--- src/rtl/fip_post_acc.sv ---
// Post-multiply accumulator: sums (prod - corr) over LEN beats, emits one result per block.
// Define FIP_POST_ACC_SATURATE_EN to clip the result to OUT_W and report it on sat_o.
module fip_post_acc #(
  parameter int IN_SIZE_1 = 8,
  parameter int LEN       = 16,
  parameter int OUT_W     = 32,
  localparam int PROD_W   = 2 * (IN_SIZE_1 + 1),
  localparam int ACC_W    = PROD_W + 1 + $clog2(LEN + 1)
) (
  input  logic              clk_i,
  input  logic              rst_ni,
  input  logic              clr_i,
  input  logic              in_valid_i,
  output logic              in_ready_o,
  input  logic [PROD_W-1:0] prod_i,
  input  logic [PROD_W-1:0] corr_i,
  output logic              out_valid_o,
  input  logic              out_ready_i,
  output logic [OUT_W-1:0]  out_o,
  output logic              sat_o
);

  localparam int CNT_W = (LEN > 1) ? $clog2(LEN) : 1;

  typedef enum logic {ACC, OUT} state_t;

  state_t                    state_reg, state_next;
  logic signed [ACC_W-1:0]   acc_reg;
  logic        [CNT_W-1:0]   cnt_reg;
  logic        [OUT_W-1:0]   out_reg;
  logic signed [ACC_W-1:0]   prod_ext, corr_ext, sum_next;
  logic        [OUT_W-1:0]   res;
  logic                      res_sat;
  logic                      beat, last_beat;

  assign in_ready_o  = (state_reg == ACC);
  assign out_valid_o = (state_reg == OUT);
  assign beat        = in_valid_i && in_ready_o;
  assign last_beat   = (cnt_reg == CNT_W'(LEN - 1));

  assign prod_ext = {{(ACC_W - PROD_W){prod_i[PROD_W-1]}}, prod_i};
  assign corr_ext = {{(ACC_W - PROD_W){corr_i[PROD_W-1]}}, corr_i};
  assign sum_next = acc_reg + prod_ext - corr_ext;

  // Narrowing the ACC_W sum to OUT_W: either saturate or wrap.
  generate
    if (OUT_W >= ACC_W) begin : g_wide
      assign res     = OUT_W'(sum_next);
      assign res_sat = 1'b0;
    end else begin : g_narrow
`ifdef FIP_POST_ACC_SATURATE_EN
      logic over_pos, over_neg;
      assign over_pos = !sum_next[ACC_W-1] && (|sum_next[ACC_W-2:OUT_W-1]);
      assign over_neg =  sum_next[ACC_W-1] && !(&sum_next[ACC_W-2:OUT_W-1]);
      always_comb begin
        res     = sum_next[OUT_W-1:0];
        res_sat = 1'b0;
        if (over_pos) begin
          res     = {1'b0, {(OUT_W-1){1'b1}}};
          res_sat = 1'b1;
        end else if (over_neg) begin
          res     = {1'b1, {(OUT_W-1){1'b0}}};
          res_sat = 1'b1;
        end
      end
`else
      assign res     = sum_next[OUT_W-1:0];
      assign res_sat = 1'b0;
`endif
    end
  endgenerate

  always_comb begin
    state_next = state_reg;
    case (state_reg)
      ACC: if (beat && last_beat) state_next = OUT;
      OUT: if (out_ready_i) state_next = ACC;
      default: state_next = ACC;
    endcase
    // Abort wins over any beat or handshake in the same cycle.
    if (clr_i) state_next = ACC;
  end

  always_ff @(posedge clk_i or negedge rst_ni) begin
    if (!rst_ni) begin
      state_reg <= ACC;
      acc_reg   <= '0;
      cnt_reg   <= '0;
      out_reg   <= '0;
    end else begin
      state_reg <= state_next;
      if (clr_i) begin
        acc_reg <= '0;
        cnt_reg <= '0;
      end else if (beat) begin
        if (last_beat) begin
          acc_reg <= '0;
          cnt_reg <= '0;
          out_reg <= res;
        end else begin
          acc_reg <= sum_next;
          cnt_reg <= cnt_reg + 1'b1;
        end
      end
    end
  end

  assign out_o = out_reg;

`ifdef FIP_POST_ACC_SATURATE_EN
  logic sat_reg;
  always_ff @(posedge clk_i or negedge rst_ni) begin
    if (!rst_ni) begin
      sat_reg <= 1'b0;
    end else if (!clr_i && beat && last_beat) begin
      sat_reg <= res_sat;
    end
  end
  assign sat_o = sat_reg;
`else
  assign sat_o = 1'b0;
`endif

endmodule
--- config.mk ---
export PLATFORM = sky130hd
export DESIGN_NAME = fip_post_acc
export DESIGN_NICKNAME = d
export VERILOG_FILES = /design/src/rtl/fip_post_acc.sv
export SDC_FILE = /design/constraint.sdc
export NUM_CORES = 1
export LEC_CHECK = 0
export ABC_AREA = 0
export CORE_ASPECT_RATIO = 1.4
export CORE_MARGIN = 3
export CORE_UTILIZATION = 45
export CTS_BUF_LIST = sky130_fd_sc_hd__clkbuf_4 sky130_fd_sc_hd__clkbuf_8 sky130_fd_sc_hd__clkbuf_16
export DETAILED_ROUTE_END_ITERATION = 8
export PLACE_DENSITY = 0.8
export SYNTH_ARGS = -nofsm -noshare
export SYNTH_HDL_FRONTEND = slang
export SYNTH_SLANG_ARGS = --single-unit
--- constraint.sdc ---
create_clock -name clk_i -period 4 [get_ports clk_i]
set_input_delay 0.8 -clock clk_i [delete_from_list [all_inputs] [get_ports clk_i]]
set_output_delay 0.8 -clock clk_i [all_outputs]
set_load 0.005 [all_outputs]
==> run_results.csv, run 1 <==
group,metric,value,unit
timing,min_period,3630,ps
die,coreArea,9510,um^2
placed_design,gp_congestion,0.900,
yosys,ys_types,56,
yosys,synth_area_leaders,"dfrtp_1 (30%), fa_1 (10%), inv_1 (7.8%)",
global_routing,grt_max_degree,31,
yosys,ys.flop_type,"dfrtp_1",
min_path,hold_class,"flop to flop",
finish,final_cell_area,5440,um^2
setup_path,cpMaxStageDelayCell,"fa_1",
timing,slew_headroom,60.6,%
setup_path,path_class,"input port to flop",
yosys,synth.most_common_cell,"inv_1",
yosys,syn_nets,607,
route,ant_nets,0,
yosys,synth_xor_xnor_area_share,3.58,%
job,drv_cap,0,
setup_path,cp.arrival,3800,ps
yosys,synth_top_cells_by_count,"inv_1 (91), nand2_1 (71), dfrtp_1 (53)",
clock_network,worstSkewPairLatency,300,ps
route,wl,10700,um
clock_network,clkTransAtPathRegs,70,ps
clock_network,cts_tree,"built",
clock_network,post_cts_buffers,0,
yosys,synth_top_area_share,30.1,%
clock_network,holdBufCountCts,0,
finish,drive_gt1_share,7.82,%
route,routed_via_density,5.27,
setup_path,crit_buf_inv,3,
yosys,synthArstFlopShare,100,%
setup_path,path_depth,11,
route,drc,0,
die,rows,42,
route,dr.first_iter.drc_count,264,
setup_path,cp_top_family,"compound AO/OA/AOI/OAI gates",
setup_path,slowest_delay,600,ps
clock_network,root_buffer,"clkbuf_16",
yosys,synthMuxAreaShare,2.84,%
finish,multi_input_area,2590,um^2
yosys,syn_inst,517,
yosys,synth-edff-count,0,
global_routing,grt_pass1_vias,4038,
setup_path,crit_fanout,6,
power,p_per_area,576,nW/um^2
yosys,synth_top_family_by_area,"compound AO/OA/AOI/OAI gates",
clock_network,cts_buffer_depth,2,
global_routing,antenna_found_initial,0,
power,cellLeakagePower,2.59,nW
clock_network,cts.sinks,53,
power,finalPower,3.13,mW
placed_design,portBuffers,74,
timing,finalMaxSlewViolations,0,
placed_design,hpwl,8560,um
setup_path,worstPathRequired,4170,ps
finish,syn_to_final_growth,23.4,%
finish,nNetsFinal,677,
route,dr.pass1.iters,4,
die,die_area,11000,um^2
yosys,synth.avg_cell_area,8.52,um^2
die,start_util,46.3,%
power,irDropWorstVdd,0.289,mV
finish,final_util,57.2,%
status,status,"completed",
yosys,yosys.area_share.simple,16.0,%
route,vias,3795,
die,die_w,89.6,um
yosys,synth_warnings,0,
timing,fin_crit_sh,90.7,%
placed_design,placed_area,5290,um^2
timing,setup_viol_count_final,0,
setup_path,worstRegToRegCells,10,
setup_path,path_cells,"clkdlybuf4s50_1 > inv_1 > fa_1 > inv_1 > ha_1 > a211oi_1 > o21a_2 > o22ai_1 > o32ai_1 > xor2_1 > o21ai_0",
timing,finalSetupTns,0,ps
timing,final_hold_viol_count,0,
die,io_pins,76,
timing,fin_skew,7.73,ps
global_routing,grt-ovfl-total,0,
finish,antenna_cells,0,
timing,timing.hold.ws,476,ps
yosys,syn-cell-area,4410,um^2
die,dieHeight,123,um
clock_network,numCtsBuffers,5,
yosys,synth-compound-area-share,18.3,%
yosys,yosysSeqAreaShare,30.1,%
clock_network,cts_resized,0,
setup_path,end_kind,"flop",
route,routedWlPerCell,14.9,um
setup_path,cpMostUsedCell,"inv_1",
clock_network,cts.htree.levels,2,
global_routing,grt_pass1_wl,18300,um
global_routing,grt_usage,20.8,%
yosys,synth_fa_ha_area_share,17.8,%
yosys,ys_seq_elements,53,
yosys,synth_top_area_cell,"dfrtp_1",
timing,rsz0062_at_grt,"no",
min_path,hold_depth,2,
setup_path,startpoint_type,"input port",
timing,max_freq,276,MHz
finish,seqCellArea,1330,um^2
finish,fill_cells,846,
timing,timing_worst_slew_pin_value,588,ps
[area by class of cell]
type,count,area share (%)
clock buffers,6,2.44
clock inverters,2,0.253
inverters,91,6.28
multi-input cells,345,47.7
flip-flops and latches,53,24.4
well taps,132,3.04
repair buffers,91,15.9
[tightest hold or removal path, cell delays in order (launching register included)]
cell	delay, ps
dfrtp_1	340
nand2_1	50
o31ai_1	50
[where the power goes]
part,switching (mW),total (mW),internal (mW),leakage [nW]
Combinational,1.16,1.97,0.812,1.81
Clock,0.206,0.448,0.241,0.0747
Sequential,0.0629,0.710,0.647,0.709
Total,1.43,3.13,1.70,2.59
[layout by cell type (no fill, tap or decap), drive strengths merged, types with 3 or more instances in the layout]
master,netlist,final
inv,91,92
clkdlybuf4s50,0,73
nand2,71,71
dfrtp,53,53
o21ai,29,29
a21oi,27,27
ha,26,26
fa,23,23
nor2,19,19
buf,17,18
nand3,13,13
a22o,12,12
nand4,12,12
o211ai,10,10
xor2,9,9
xnor2,9,9
mux2,9,9
nor3,8,8
and3,7,7
o21a,7,7
clkbuf,11,6
o31ai,4,4
or4,4,4
nand2b,4,4
or3,3,3
o22ai,3,3
o311a,3,3
[worst paths after layout]
path                       startpoint     endpoint  slack [ps]
max                         prod_i[1]    out_o[17]         370
min                         out_o[20]    out_o[20]         480
max reg2reg                acc_reg[1]    out_o[17]        1030
min reg2reg                 out_o[20]    out_o[20]         480
max in group asynchronous      rst_ni  acc_reg[13]        2710
min in group asynchronous      rst_ni    out_o[23]         490
[logic make-up (layout without fill, tap and decap cells)]
group                    after synthesis  after routing
multiplexers                          11             11
XOR/XNOR                              18             18
adder cells (fa/ha/maj)               49             49
AND/OR/NAND/NOR                      148            148
other                                  1              1
flip-flops                            53             53
AO/OA/AOI/OAI                        118            118
buffers and inverters                119            190
[routing by layer]
metal,global-route usage [%],vias to the layer above,part of all wire [%]
met3,2.40,26,2.9
met2,36.4,88,52
met4,8.75,0,3.3
met1,25.4,1816,42
li1,-,1865,-
met5,0,-,0
[stage by stage]
stage	worst slack (ps)	std cells
after floorplan	636	517
after global placement	133	712
after detailed placement	69.1	712
after CTS	360	720
after global routing	170	720
final	373	720
No activity file was read; power rests on OpenSTA's default activity.
==> run 2, diff against run 1 <==
--- a/config.mk
+++ b/config.mk
@@ -11,6 +11,7 @@
 export CORE_UTILIZATION = 45
 export CTS_BUF_LIST = sky130_fd_sc_hd__clkbuf_4 sky130_fd_sc_hd__clkbuf_8 sky130_fd_sc_hd__clkbuf_16
 export DETAILED_ROUTE_END_ITERATION = 8
+export MAX_ROUTING_LAYER = met4
 export PLACE_DENSITY = 0.8
 export SYNTH_ARGS = -nofsm -noshare
 export SYNTH_HDL_FRONTEND = slang
==> run 2 against run 1 <==
  * Die area is the same
  * Routed wire length shrank 0.17%
  * Largest cell class unchanged
  * Register-to-register slack is essentially flat
  * Critical path type unchanged
==> run_results.csv, run 2 (same netlist as run 1, synthesis figures left out) <==
group,metric,value,unit
setup_path,end_kind,"flop",
die,rows,42,
clock_network,clkTransAtPathRegs,70,ps
setup_path,worstRegToRegCells,11,
route,dr.pass1.iters,5,
clock_network,cts.htree.levels,2,
timing,min_period,3630,ps
clock_network,worstSkewPairLatency,300,ps
global_routing,grt_usage,21.1,%
route,routed_via_density,5.31,
min_path,hold_depth,2,
route,routedWlPerCell,14.8,um
route,wl,10700,um
setup_path,crit_fanout,6,
setup_path,path_class,"input port to flop",
setup_path,startpoint_type,"input port",
finish,final_cell_mix,"inv_1 (91), clkdlybuf4s50_1 (73), nand2_1 (71)",
power,p_per_area,579,nW/um^2
route,dr.first_iter.drc_count,207,
setup_path,rr_startpoint,"acc_reg[1]",
die,coreArea,9510,um^2
die,io_pins,76,
timing,slew_headroom,54.9,%
global_routing,grt_max_degree,35,
timing,final_hold_viol_count,0,
timing,setup_viol_count_final,0,
clock_network,holdBufCountCts,0,
setup_path,cp.arrival,3840,ps
finish,drive_gt1_share,7.82,%
timing,timing.hold.ws,478,ps
job,drv_cap,0,
setup_path,critPathCapture,"acc_reg[23]",
placed_design,hpwl,8330,um
die,start_util,46.3,%
setup_path,r2r_setup_slack,1030,ps
global_routing,grt_pass1_wl,17900,um
timing,timing_worst_slew_pin_value,677,ps
clock_network,root_buffer,"clkbuf_16",
clock_network,cts.sinks,53,
min_path,hold_class,"flop to flop",
timing,finalSetupTns,0,ps
clock_network,cts_resized,0,
power,cellLeakagePower,2.59,nW
power,irDropWorstVdd,0.284,mV
clock_network,cts_tree,"built",
die,dieHeight,123,um
finish,antenna_cells,0,
status,status,"completed",
placed_design,gp_congestion,0.897,
die,die_w,89.6,um
global_routing,grt-ovfl-total,0,
timing,finalMaxSlewViolations,0,
timing,max_freq,276,MHz
die,die_area,11000,um^2
finish,final_common_cell,"inv_1",
global_routing,grt_pass1_vias,3897,
finish,nNetsFinal,677,
route,drc,0,
finish,fill_cells,845,
global_routing,antenna_found_initial,0,
setup_path,cp-startpoint,"prod_i[1]",
setup_path,r2r-end,"acc_reg[23]",
finish,syn_to_final_growth,23.5,%
clock_network,post_cts_buffers,0,
route,vias,3822,
placed_design,portBuffers,74,
clock_network,cts_buffer_depth,2,
timing,fin_skew,8.18,ps
timing,rsz0062_at_grt,"no",
setup_path,worstPathRequired,4210,ps
route,ant_nets,0,
clock_network,numCtsBuffers,5,
timing,fin_crit_sh,90.7,%
-- run 2: cell count changes in the layout (fill, tap and decap cells not counted), sizes merged --
cell,delta
clkinv,+1
inv,-1
-- run 2: worst min path at each step --
stage                      from          end  slack, ps
CTS                 acc_reg[18]  acc_reg[18]        480
global route           out_o[6]     out_o[6]        510
finish                 out_o[5]     out_o[5]        480
global placement      out_o[20]    out_o[20]        460
floorplan           acc_reg[20]  acc_reg[20]        450
detailed placement     out_o[6]     out_o[6]        470
-- run 2: metrics by stage --
step / instance area [um^2] / utilization [%] / worst slack, ps / total power [mW] / std cells
2_1_floorplan: 4410 / - / 636 / 2.14 / 517
3_3_place_gp: 5290 / 55.6 / 118 / 2.62 / 712
3_5_place_dp: 5290 / 55.6 / 84.3 / 2.68 / 712
4_1_cts: 5440 / 57.2 / 377 / 3.15 / 720
5_1_grt: 5440 / 57.2 / 95.2 / 3.42 / 720
6_report: 5440 / 57.2 / 373 / 3.15 / 720
-- run 2: per-layer routing --
metal	up-vias	track usage, %	wire length (um)
met1	1838	24.0	4360
met3	23	2.27	402
met2	95	37.3	5580
met5	-	-	0
met4	0	8.38	338
li1	1866	-	-
-- run 2: area by class of cell --
class / instances / area [um^2] / area share [%]
inverters: 91 / 342 / 6.27
repair buffers: 91 / 863 / 15.9
well taps: 132 / 165 / 3.03
flip-flops and latches: 53 / 1330 / 24.4
clock buffers: 6 / 139 / 2.55
clock inverters: 2 / 13.8 / 0.253
multi-input cells: 345 / 2590 / 47.7
-- run 2: power by group --
part / total (mW) / internal [mW] / switching, mW / leakage (nW)
logic: 1.99 / 0.814 / 1.18 / 1.81
registers: 0.711 / 0.648 / 0.0634 / 0.709
clock network: 0.450 / 0.250 / 0.200 / 0.0768
-- run 2: critical path, cell delays in order --
cell,delay [ps]
clkdlybuf4s50_1,450
inv_1,50
fa_1,610
inv_1,60
ha_1,310
a211oi_1,330
o21a_2,300
a2111oi_4,120
o211ai_1,230
buf_4,170
mux2_2,330
o211ai_1,90
==> variant (config.mk and constraints of run 1) <==
The parameter `IN_SIZE_1` goes from 8 to 4.
--- a/src/rtl/fip_post_acc.sv
+++ b/src/rtl/fip_post_acc.sv
@@ -2,5 +2,5 @@
 // Define FIP_POST_ACC_SATURATE_EN to clip the result to OUT_W and report it on sat_o.
 module fip_post_acc #(
-  parameter int IN_SIZE_1 = 8,
+  parameter int IN_SIZE_1 = 4,
   parameter int LEN       = 16,
   parameter int OUT_W     = 32,
Interface: changed (resized corr_i and prod_i); port bits go from 76 to 60. No check against the original RTL was run, so the function may have changed too.
==> variant against run 1 <==
First-iteration DRC count decreased by 71%; area after synthesis fell by 37%; die area decreased by 36%; final area down 38%; clock power shrank 42%; total power is 43% lower; sequential cell count down 16; wire length decreased by 46%; largest power group unchanged; count of clock-buffer cells in the layout decreased by 1; worst setup slack improved by 0.11 ns.
==> variant: results <==
[setup_path]
reg2reg_slack_ns = 1.25
reg2reg_depth = 9
crit_end = "out_o[14]"

[logic_synthesis]
syn_area_per_cell_um2 = 9.31
syn-num-nets = 354
synthDistinctLibCells = 42
synth_common_cells = "inv_1, dfrtp_1, nand2_1, ha_1, buf_4"
synthTopCellsByArea = "dfrtp_1, fa_1, ha_1"
synth_compound_area_share_pct = 16.1
synth_fa_ha_area_share_pct = 19.1
synth_xor_area_share_pct = 5.09

[power_and_ir_drop]
p_int_mw = 0.996
powerSeq_mw = 0.468
power_leakage_nw = 1.65
p_comb_share_pct = 59.4

[finish]
fill_cells = 534
nClkBuffers = 5
nets = 400
inverters_excl_clock = 57
multi_input_area_share_pct = 43.4
drive_above_1_share_pct = 8.16

[timing]
worst_slew_pin_slew_ns = 0.840
skew_ns = 0.00915
hold_ws_ns = 0.477
fmax_ghz = 0.285

[place]
dpl.cell_count = 405
hpwlAfterDp_um = 4490
pre_cts_slack_ns = 0.183
gp_congestion = 0.873

[status]
status = "finished, final reports clean"

[grt]
grt_max_degree = 38
first_global_vias = 2145
grt_use_total_pct = 17.6
use_met2_pct = 31.6

[worst_hold_path]
worstHoldStart = "out_o[5]"
whs_endpoint = "out_o[5]"

[detailed_routing]
first_iter_violations = 76
drt_wl_total_um = 5810
wl_met2_um = 2990
vias_per_cell = 5.06

[floorplanning]
die_area_um2 = 7110
[variant: cell types whose count changed after synthesis, sizes merged, moves of 7 or more]
cell and delta:
a21oi -10, clkbuf -8, dfrtp -16, fa -8, ha -8, inv -34
nand2 -33, nand3 -9, nand4 -9, nor2 -12, nor3 -7, o211ai -8
o21a -7, o21ai -16
[variant: cells by family (layout without fill, tap and decap cells)]
logic type	count (synthesis)	after routing
xor gates and xnor gates	16	16
other	1	1
buffers and inverters	79	126
muxes	8	8
DFF	37	37
AOI/OAI and AO/OA	62	62
and+or+nand+nor	60	60
adders and majority gates	33	33
[variant: critical path: stages]
cell	delay [ns]
clkdlybuf4s50_1	0.49
inv_1	0.19
fa_1	0.58
inv_1	0.04
ha_1	0.36
and2_1	0.20
and3_1	0.17
a221oi_1	0.29
o31ai_1	0.13
xor2_1	0.17
mux2_2	0.27
